[config.mk]
export PLATFORM = sky130hd
export DESIGN_NAME = cn_minsum_serial
export DESIGN_NICKNAME = d
export VERILOG_FILES = /design/src/rtl/cn_minsum_serial.sv
export SDC_FILE = /design/constraint.sdc
export NUM_CORES = 1
export LEC_CHECK = 0
export BUFFER_PORTS_ARGS = -buffer_cell sky130_fd_sc_hd__buf_4
export CAP_MARGIN = 20
export CORE_MARGIN = 3
export CORE_UTILIZATION = 63
export DETAILED_ROUTE_END_ITERATION = 6
export PLACE_DENSITY = 0.88
export SLEW_MARGIN = 10
export SYNTH_ARGS = -nofsm -noshare
export SYNTH_HDL_FRONTEND = slang
export SYNTH_SLANG_ARGS = --single-unit
export TNS_END_PERCENT = 5
[constraint.sdc]
create_clock -name i_clk -period 4.7 [get_ports i_clk]
set_input_delay 0.94 -clock i_clk [delete_from_list [all_inputs] [get_ports i_clk]]
set_output_delay 0.94 -clock i_clk [all_outputs]
set_load 0.01 [all_outputs]
[src/rtl/cn_minsum_serial.sv]
// rtl/cn_minsum_serial.sv - serial offset min-sum check-node unit with double-banked row storage
module cn_minsum_serial #(
  parameter int MSG_WIDTH  = 6,
  parameter int ROW_WEIGHT = 6,
  parameter int OFFSET     = 1
) (
  input  logic                 i_clk,
  input  logic                 i_rst,
  input  logic [MSG_WIDTH-1:0] i_v2c,
  input  logic                 i_v2c_valid,
  output logic                 o_v2c_ready,
  output logic [MSG_WIDTH-1:0] o_c2v,
  output logic                 o_c2v_valid,
  input  logic                 i_c2v_ready,
  output logic                 o_c2v_last,
  output logic                 o_sign_prod
);

  localparam int MAG_W = MSG_WIDTH - 1;
  localparam int CNT_W = (ROW_WEIGHT > 1) ? $clog2(ROW_WEIGHT) : 1;
  localparam logic [CNT_W-1:0] LAST_CNT = CNT_W'(ROW_WEIGHT - 1);
  localparam logic [MAG_W-1:0] MAG_MAX  = '1;
  localparam logic [MAG_W-1:0] OFF_M    = MAG_W'(OFFSET);

  typedef enum logic {ACC, FULL} acc_state_t;
  typedef enum logic {IDLE, EMIT} out_state_t;

  acc_state_t acc_state, acc_next;
  out_state_t out_state, out_next;

  // accumulating row
  logic [CNT_W-1:0]      in_cnt;
  logic [MAG_W-1:0]      min1, min2;
  logic [CNT_W-1:0]      idx;
  logic                  sp;
  logic [ROW_WEIGHT-1:0] sign_vec;

  // out bank
  logic [CNT_W-1:0]      out_cnt;
  logic [MAG_W-1:0]      ob_min1, ob_min2;
  logic [CNT_W-1:0]      ob_idx;
  logic                  ob_sp;
  logic [ROW_WEIGHT-1:0] ob_sign_vec;

  logic                  in_sign;
  logic [MAG_W-1:0]      in_mag;
  logic                  v2c_fire, c2v_fire, in_last, out_last, bank_free, xfer;
  logic [MAG_W-1:0]      sel_mag, c2v_mag;
  logic                  c2v_sign;

  assign in_sign   = i_v2c[MSG_WIDTH-1];
  assign in_mag    = i_v2c[MAG_W-1:0];
  assign v2c_fire  = i_v2c_valid && o_v2c_ready;
  assign c2v_fire  = o_c2v_valid && i_c2v_ready;
  assign in_last   = (in_cnt == LAST_CNT);
  assign out_last  = (out_cnt == LAST_CNT);
  // The bank is reusable in the same cycle it hands over its final beat.
  assign bank_free = (out_state == IDLE) || (c2v_fire && out_last);
  assign xfer      = (acc_state == FULL) && bank_free;

  // State registers for both FSMs
  always_ff @(posedge i_clk) begin
    if (i_rst) begin
      acc_state <= ACC;
      out_state <= IDLE;
    end else begin
      acc_state <= acc_next;
      out_state <= out_next;
    end
  end

  // Accumulator next state and input handshake
  always_comb begin
    acc_next    = acc_state;
    o_v2c_ready = 1'b0;
    case (acc_state)
      ACC: begin
        o_v2c_ready = !i_rst;
        if (v2c_fire && in_last) acc_next = FULL;
      end
      FULL: begin
        if (bank_free) acc_next = ACC;
      end
      default: acc_next = ACC;
    endcase
  end

  // Out bank next state; a transfer arriving on the last beat restarts emission
  always_comb begin
    out_next = out_state;
    case (out_state)
      IDLE: if (xfer) out_next = EMIT;
      EMIT: if (c2v_fire && out_last) out_next = xfer ? EMIT : IDLE;
      default: out_next = IDLE;
    endcase
  end

  // Running min1/min2/idx/sign tracking over the incoming row
  always_ff @(posedge i_clk) begin
    if (i_rst) begin
      in_cnt   <= '0;
      min1     <= '0;
      min2     <= '0;
      idx      <= '0;
      sp       <= 1'b0;
      sign_vec <= '0;
    end else if (v2c_fire) begin
      sign_vec[in_cnt] <= in_sign;
      in_cnt           <= in_last ? '0 : in_cnt + 1'b1;
      if (in_cnt == '0) begin
        min1 <= in_mag;
        min2 <= MAG_MAX;
        idx  <= '0;
        sp   <= in_sign;
      end else begin
        sp <= sp ^ in_sign;
        if (in_mag < min1) begin
          min2 <= min1;
          min1 <= in_mag;
          idx  <= in_cnt;
        end else if (in_mag < min2) begin
          min2 <= in_mag;
        end
      end
    end
  end

  // Out bank load on transfer and beat counter on each consumed beat
  always_ff @(posedge i_clk) begin
    if (i_rst) begin
      out_cnt     <= '0;
      ob_min1     <= '0;
      ob_min2     <= '0;
      ob_idx      <= '0;
      ob_sp       <= 1'b0;
      ob_sign_vec <= '0;
    end else if (xfer) begin
      out_cnt     <= '0;
      ob_min1     <= min1;
      ob_min2     <= min2;
      ob_idx      <= idx;
      ob_sp       <= sp;
      ob_sign_vec <= sign_vec;
    end else if (c2v_fire) begin
      out_cnt <= out_last ? '0 : out_cnt + 1'b1;
    end
  end

  // c2v message: exclude-self minimum minus offset, zero magnitude never carries a sign
  always_comb begin
    sel_mag     = (out_cnt == ob_idx) ? ob_min2 : ob_min1;
    c2v_mag     = (sel_mag > OFF_M) ? sel_mag - OFF_M : '0;
    c2v_sign    = (c2v_mag != '0) && (ob_sp ^ ob_sign_vec[out_cnt]);
    o_c2v_valid = (out_state == EMIT) && !i_rst;
    o_c2v       = o_c2v_valid ? {c2v_sign, c2v_mag} : '0;
    o_c2v_last  = o_c2v_valid && out_last;
    o_sign_prod = o_c2v_valid && ob_sp;
  end

endmodule

==> results of run 1 <==
## Yosys cell counts, drive strengths merged, types with 3 or more instances
cell type,n
a21oi,48
and2,6
buf,5
clkbuf,10
dfxtp,48
ha,10
inv,11
mux2i,9
nand2,68
nand2b,8
nand3,15
nor2,15
nor2b,3
nor3,6
o21ai,6
o221ai,5
xnor2,5
## cell usage in the layout (no fill, tap or decap), types with 3 or more instances in the layout
master / count
a21oi_1: 48
and2_1: 5
buf_4: 19
clkbuf_8: 6
dfxtp_1: 48
ha_1: 10
inv_1: 11
mux2i_1: 9
nand2_1: 68
nand2b_1: 8
nand3_1: 14
nor2_1: 15
nor2b_1: 3
nor3_1: 6
o21ai_0: 4
o221ai_1: 5
xnor2_1: 3
## worst reg2reg max path: cells and delay by family (launching register included)
| kind | cells | cell delay [ns] |
|---|---|---|
| flops | 1 | 0.52 |
| simple gates | 3 | 1.20 |
| compound gates | 2 | 0.53 |
## metal layers
layer / global-route usage / share of wire
met2: 0.372 / 0.47
met4: 0.0893 / 0.016
met1: 0.309 / 0.46
met5: 0 / 0
met3: 0.0476 / 0.051
## state kept, by name, summed over array words and instances, names as in the netlist, 3 cells and up
signal,cells
idx,3
in_cnt,3
min1,5
min2,5
ob_idx,3
ob_min1,5
ob_min2,5
ob_sign_vec,6
out_cnt,3
sign_vec,6
## power groups by stage
| stage | Sequential (W) | Combinational [W] | Clock [W] |
|---|---|---|---|
| 6_report | 0.000423 | 0.0000675 | 0.000257 |
| 2_1_floorplan | 0.000430 | 0.0000488 | 0 |
| 3_3_place_gp | 0.000432 | 0.0000653 | 0 |
| 4_1_cts | 0.000423 | 0.0000675 | 0.000265 |
| 5_1_grt | 0.000424 | 0.0000785 | 0.000278 |
| 3_5_place_dp | 0.000432 | 0.0000670 | 0 |
## cells by family (layout without fill, tap and decap cells)
group                    count (synthesis)  count (layout)  synth area share
multiplexers                            12              12            0.0568
flip-flops                              48              48             0.393
adder cells (fa/ha/maj)                 10              10            0.0512
buffers and inverters                   26              38            0.0486
AND/OR/NAND/NOR                        130             130             0.245
XOR/XNOR                                 6               6            0.0276
AO/OA/AOI/OAI                           73              73             0.179
## area by class of cell
| type | count | share of cell area |
|---|---|---|
| Tap cell | 48 | 0.0225 |
| Multi-Input combinational cell | 231 | 0.512 |
| Clock buffer | 6 | 0.0309 |
| Inverter | 11 | 0.0155 |
| Clock inverter | 2 | 0.00563 |
| Timing Repair Buffer | 19 | 0.0534 |
| Sequential cell | 48 | 0.360 |
## stage by stage
step                      worst slack (ns)  instances  utilization
final                                0.622        365        0.724
after global placement                1.13        357        0.697
after detailed placement             0.972        357        0.697
after CTS                            0.626        365        0.724
after floorplan                       1.40        305            -
after global routing                 0.441        365        0.724
## path summary, 6_finish.rpt
path | cells past startpoint | start | to
worst min register to register | 2 | sign_vec[2] | ob_sign_vec[2]
worst max register to register | 5 | out_cnt[0] | ob_min2[1]
worst max-delay path | 11 | out_cnt[0] | o_c2v[5]
worst min-delay path | 2 | sign_vec[2] | ob_sign_vec[2]
==> flow_metrics.tcl, run 1 <==
set metrics [dict create \
    status "complete, no violations" \
    post_cts_resized 0 \
    rsz0062_at_grt "false" \
    drive_above_1_share 0.120 \
    setup_tns_ns 0 \
    core_mm2 0.00369 \
    avgSynthCellArea_um2 8.02 \
    endpoint_kind "output port" \
    syn2layout_area_growth_pct 9.10 \
    tightest_slew_ns 1.05 \
    grt_overflow 0 \
    max_stage_delay_ns 0.52 \
    ctsHoldBuffers 0 \
    worstPathCellList "xnor2_2 > nand3_2 > mux2i_1 > inv_1 > ha_1 > o21bai_1 > mux2i_1 > o21ai_1 > mux2_2 > a311oi_2 > buf_4" \
    cts_tree "yes" \
    yosysTopAreaCellShare 0.393 \
    finalNetCount 336 \
    clkTransAtPathRegs_ns 0.09 \
    cellPowerDensity_mw_per_mm2 280 \
    start_util 0.663 \
    postCtsSetupRepairBufs 0 \
    finalHoldViolCount 0 \
    cp_max_fo 12 \
    die_h_um 68.3 \
    p_leak_nw 0.935 \
    n_antenna_cell 0 \
    grt_pass1_wl_um 8220 \
    insertion_delay_ns 0.30 \
    grt_antenna_before_repair 0 \
    clock_path_buffers 2 \
    netlist_instances 305 \
    cts_sinks 48 \
    synthTopCellsByArea "dfxtp_1 (39%), nand2_1 (10%), a21oi_1 (9.8%), ha_1 (5.1%), mux2i_1 (3.7%)" \
    ir_drop_uv 194 \
    multiInputGateArea_mm2 0.00137 \
    seq_area_frac_synth 0.393 \
    crit_required_ns 3.76 \
    cts_root_buf "clkbuf_8" \
    skew_ns 0.00646 \
    sequentialPowerShare 0.566 \
    crit_slowest_cell "dfxtp_1" \
    grt_pass1_vias 1825 \
    cp_common_cell "mux2i_1" \
    place_area_mm2 0.00257 \
    p_sw_w 0.000187 \
    period_share 0.868 \
    drc_errors 0 \
    yosys.area.top_type "dfxtp_1" \
    die_area_mm2 0.00467 \
    fillers 284 \
    switching_share 0.250 \
    cts_buffers 5 \
    avgViaCountPerCell 5.72 \
    dp_hpwl_um 3540 \
    start_kind "register" \
    fin_hold_ws_ns 0.453 \
    synth_nets 325 \
    die_w_um 68.3 \
    io_buffers 19 \
    synth_seq_cells 48 \
    finalSetupViolations 0 \
    reg2reg_slack_ns 2.38 \
    syn_area_mm2 0.00245 \
    synth-async-reset-ratio 0 \
    synth.distinct_cells 46 \
    grt_max_degree 52 \
    synth-edff-count 0 \
    clkPwrFrac 0.343 \
    p_total_w 0.000747 \
    p_int_w 0.000561 \
    first_pass_iters 4 \
    fp-row-count 22 \
    wl_um 4860 \
    path_class "register to output port" \
    combinationalPowerShare 0.090 \
    io_pins 20 \
    slew_viol_final 0 \
    cp_top_family "multiplexers" \
    critPathArrivalTime_ns 3.14 \
    vias 2089 \
    hold_path_class "register to register" \
    fmax_mhz 245 \
    synth_flop_cell "dfxtp_1" \
    critPathBufInv 2 \
    gp_congestion 0.861 \
    register_area_um2 961 \
    fin_crit_ns 4.08 \
    design_area_mm2 0.00267 \
    cts_max_level 2 \
    drt-wirelength-per-cell_um 13.3 \
    grt_use_total 0.233 \
    drt_iter0_drc 160 \
    yosys_warnings 0 \
    postRouteAntennaNets 0 \
    relSlewSlack 0.298 \
    max_cap_violations 0 \
]
Note: power is estimated with default switching activity, not from simulation.
==> inputs of run 2 (changes only) <==
--- a/config.mk
+++ b/config.mk
@@ -11,6 +11,7 @@
 export CORE_UTILIZATION = 63
 export DETAILED_ROUTE_END_ITERATION = 6
 export PLACE_DENSITY = 0.88
+export REMOVE_ABC_BUFFERS = 1
 export SLEW_MARGIN = 10
 export SYNTH_ARGS = -nofsm -noshare
 export SYNTH_HDL_FRONTEND = slang
==> run 2 against run 1 <==
  * Count of clock-buffer cells in the layout is 1 higher
  * Core utilization decreased by 0.10 points
  * Register-to-register slack better by 0.04 ns
  * Combinational power up 1%
  * Clock power fell by 2%
  * Sequential power hardly changed
  * Power fell by 0.49%
  * Wire length decreased by 0.86%
  * Final cell count stayed put
  * Highest routed layer unchanged
  * Critical endpoint unchanged
  * Clock skew increased by 0.0039 ns
==> flow_metrics.tcl, run 2 (same netlist as run 1, synthesis figures left out) <==
set metrics [dict create \
    p_leak_nw 0.936 \
    grt_pass1_wl_um 7710 \
    drt-wirelength-per-cell_um 13.2 \
    avgViaCountPerCell 5.68 \
    reg_top3 "ob_sign_vec: 6 flops, sign_vec: 6 flops" \
    worstPathCellList "xnor2_2 > nand3_2 > mux2i_1 > inv_1 > ha_1 > o21bai_1 > mux2i_1 > o21ai_1 > mux2_2 > a311oi_2 > buf_4" \
    grt_overflow 0 \
    wl_um 4820 \
    drc_errors 0 \
    fin_hold_ws_ns 0.453 \
    cts_root_buf "clkbuf_8" \
    core_mm2 0.00369 \
    critPathArrivalTime_ns 3.10 \
    clkTransAtPathRegs_ns 0.09 \
    fin_crit_ns 4.04 \
    final_common_cell "nand2_1" \
    cp_max_fo 12 \
    dp_hpwl_um 3460 \
    max_stage_delay_ns 0.52 \
    tightest_slew_ns 1.05 \
    p_sw_w 0.000182 \
    grt_pass1_vias 1752 \
    rsz0062_at_grt "false" \
    post_cts_resized 0 \
    clkPwrFrac 0.339 \
    crit_required_ns 3.76 \
    path_class "register to output port" \
    relSlewSlack 0.296 \
    ir_drop_uv 190 \
    insertion_delay_ns 0.30 \
    fmax_mhz 248 \
    combinationalPowerShare 0.092 \
    gp_congestion 0.837 \
    cts_tree "yes" \
    first_pass_iters 4 \
    cellPowerDensity_mw_per_mm2 279 \
    crit_slowest_cell "dfxtp_1" \
    die_h_um 68.3 \
    cts_max_level 2 \
    cp_common_cell "mux2i_1" \
    switching_share 0.245 \
    drt_iter0_drc 144 \
    ctsHoldBuffers 0 \
    postRouteAntennaNets 0 \
    p_int_w 0.000561 \
    start_kind "register" \
    max_cap_violations 0 \
    period_share 0.859 \
    start_util 0.663 \
    io_buffers 19 \
    cts_buffers 5 \
    die_w_um 68.3 \
    finalSetupViolations 0 \
    vias 2072 \
    endpoint_kind "output port" \
    grt_antenna_before_repair 0 \
    die_area_mm2 0.00467 \
    clock_path_buffers 2 \
    finalNetCount 336 \
    final_cell_mix "nand2_1 (68), a21oi_1 (48), dfxtp_1 (48)" \
    syn2layout_area_growth_pct 8.95 \
    skew_ns 0.0103 \
    sequentialPowerShare 0.569 \
    setup_tns_ns 0 \
    grt_use_total 0.216 \
    drive_above_1_share 0.117 \
    hold_path_class "register to register" \
    cts_sinks 48 \
    postCtsSetupRepairBufs 0 \
    critPathBufInv 2 \
    io_pins 20 \
    finalHoldViolCount 0 \
    slew_viol_final 0 \
    cp_top_family "multiplexers" \
    status "complete, no violations" \
    n_antenna_cell 0 \
    grt_max_degree 52 \
    fp-row-count 22 \
]
run 2: cell type report:
type | count | area (µm²)
multi-input cells | 231 | 1370
fillers | 297 | 1020
flip-flops and latches | 48 | 961
repair buffers | 19 | 143
clock buffers | 7 | 86.3
well taps | 48 | 60.1
inverters | 11 | 41.3
clock inverters | 1 | 7.51
run 2: worst register-to-register path, delay by kind of cell, from the launching register on:
| family | cells | cell delay [ns] |
|---|---|---|
| simple gates | 3 | 1.20 |
| flops | 1 | 0.52 |
| compound gates | 2 | 0.49 |
run 2: stage by stage:
stage	util	std cells	cell area [µm²]	total power (W)	setup WS [ns]
finish	0.723	365	2670	0.000744	0.660
global route	0.723	365	2670	0.000771	0.403
floorplan	-	290	2370	0.000472	1.34
CTS	0.723	365	2670	0.000748	0.659
global placement	0.697	357	2570	0.000497	1.13
detailed placement	0.697	357	2570	0.000500	1.01
run 2: routing by layer:
layer,share of wire,routed length [µm],GRT usage
met1,0.46,2200,0.275
met2,0.47,2270,0.365
met3,0.059,283,0.0394
met4,0.013,62,0.0769
met5,0,0,0
run 2: power groups by stage:
stage | Combinational, W | Sequential [W] | Clock [W]
after CTS | 0.0000678 | 0.000423 | 0.000257
after detailed placement | 0.0000675 | 0.000432 | 0
after global placement | 0.0000650 | 0.000432 | 0
after floorplan | 0.0000425 | 0.000430 | 0
after global routing | 0.0000761 | 0.000424 | 0.000271
final | 0.0000683 | 0.000423 | 0.000252
run 2: worst paths after layout:
check / from / to / slack, ns / cells past startpoint
worst max-delay path: out_cnt[0] / o_c2v[5] / 0.66 / 11
worst min-delay path: idx[0] / ob_idx[0] / 0.45 / 2
worst max register to register: out_cnt[0] / ob_idx[1] / 2.42 / 5
worst min register to register: idx[0] / ob_idx[0] / 0.45 / 2
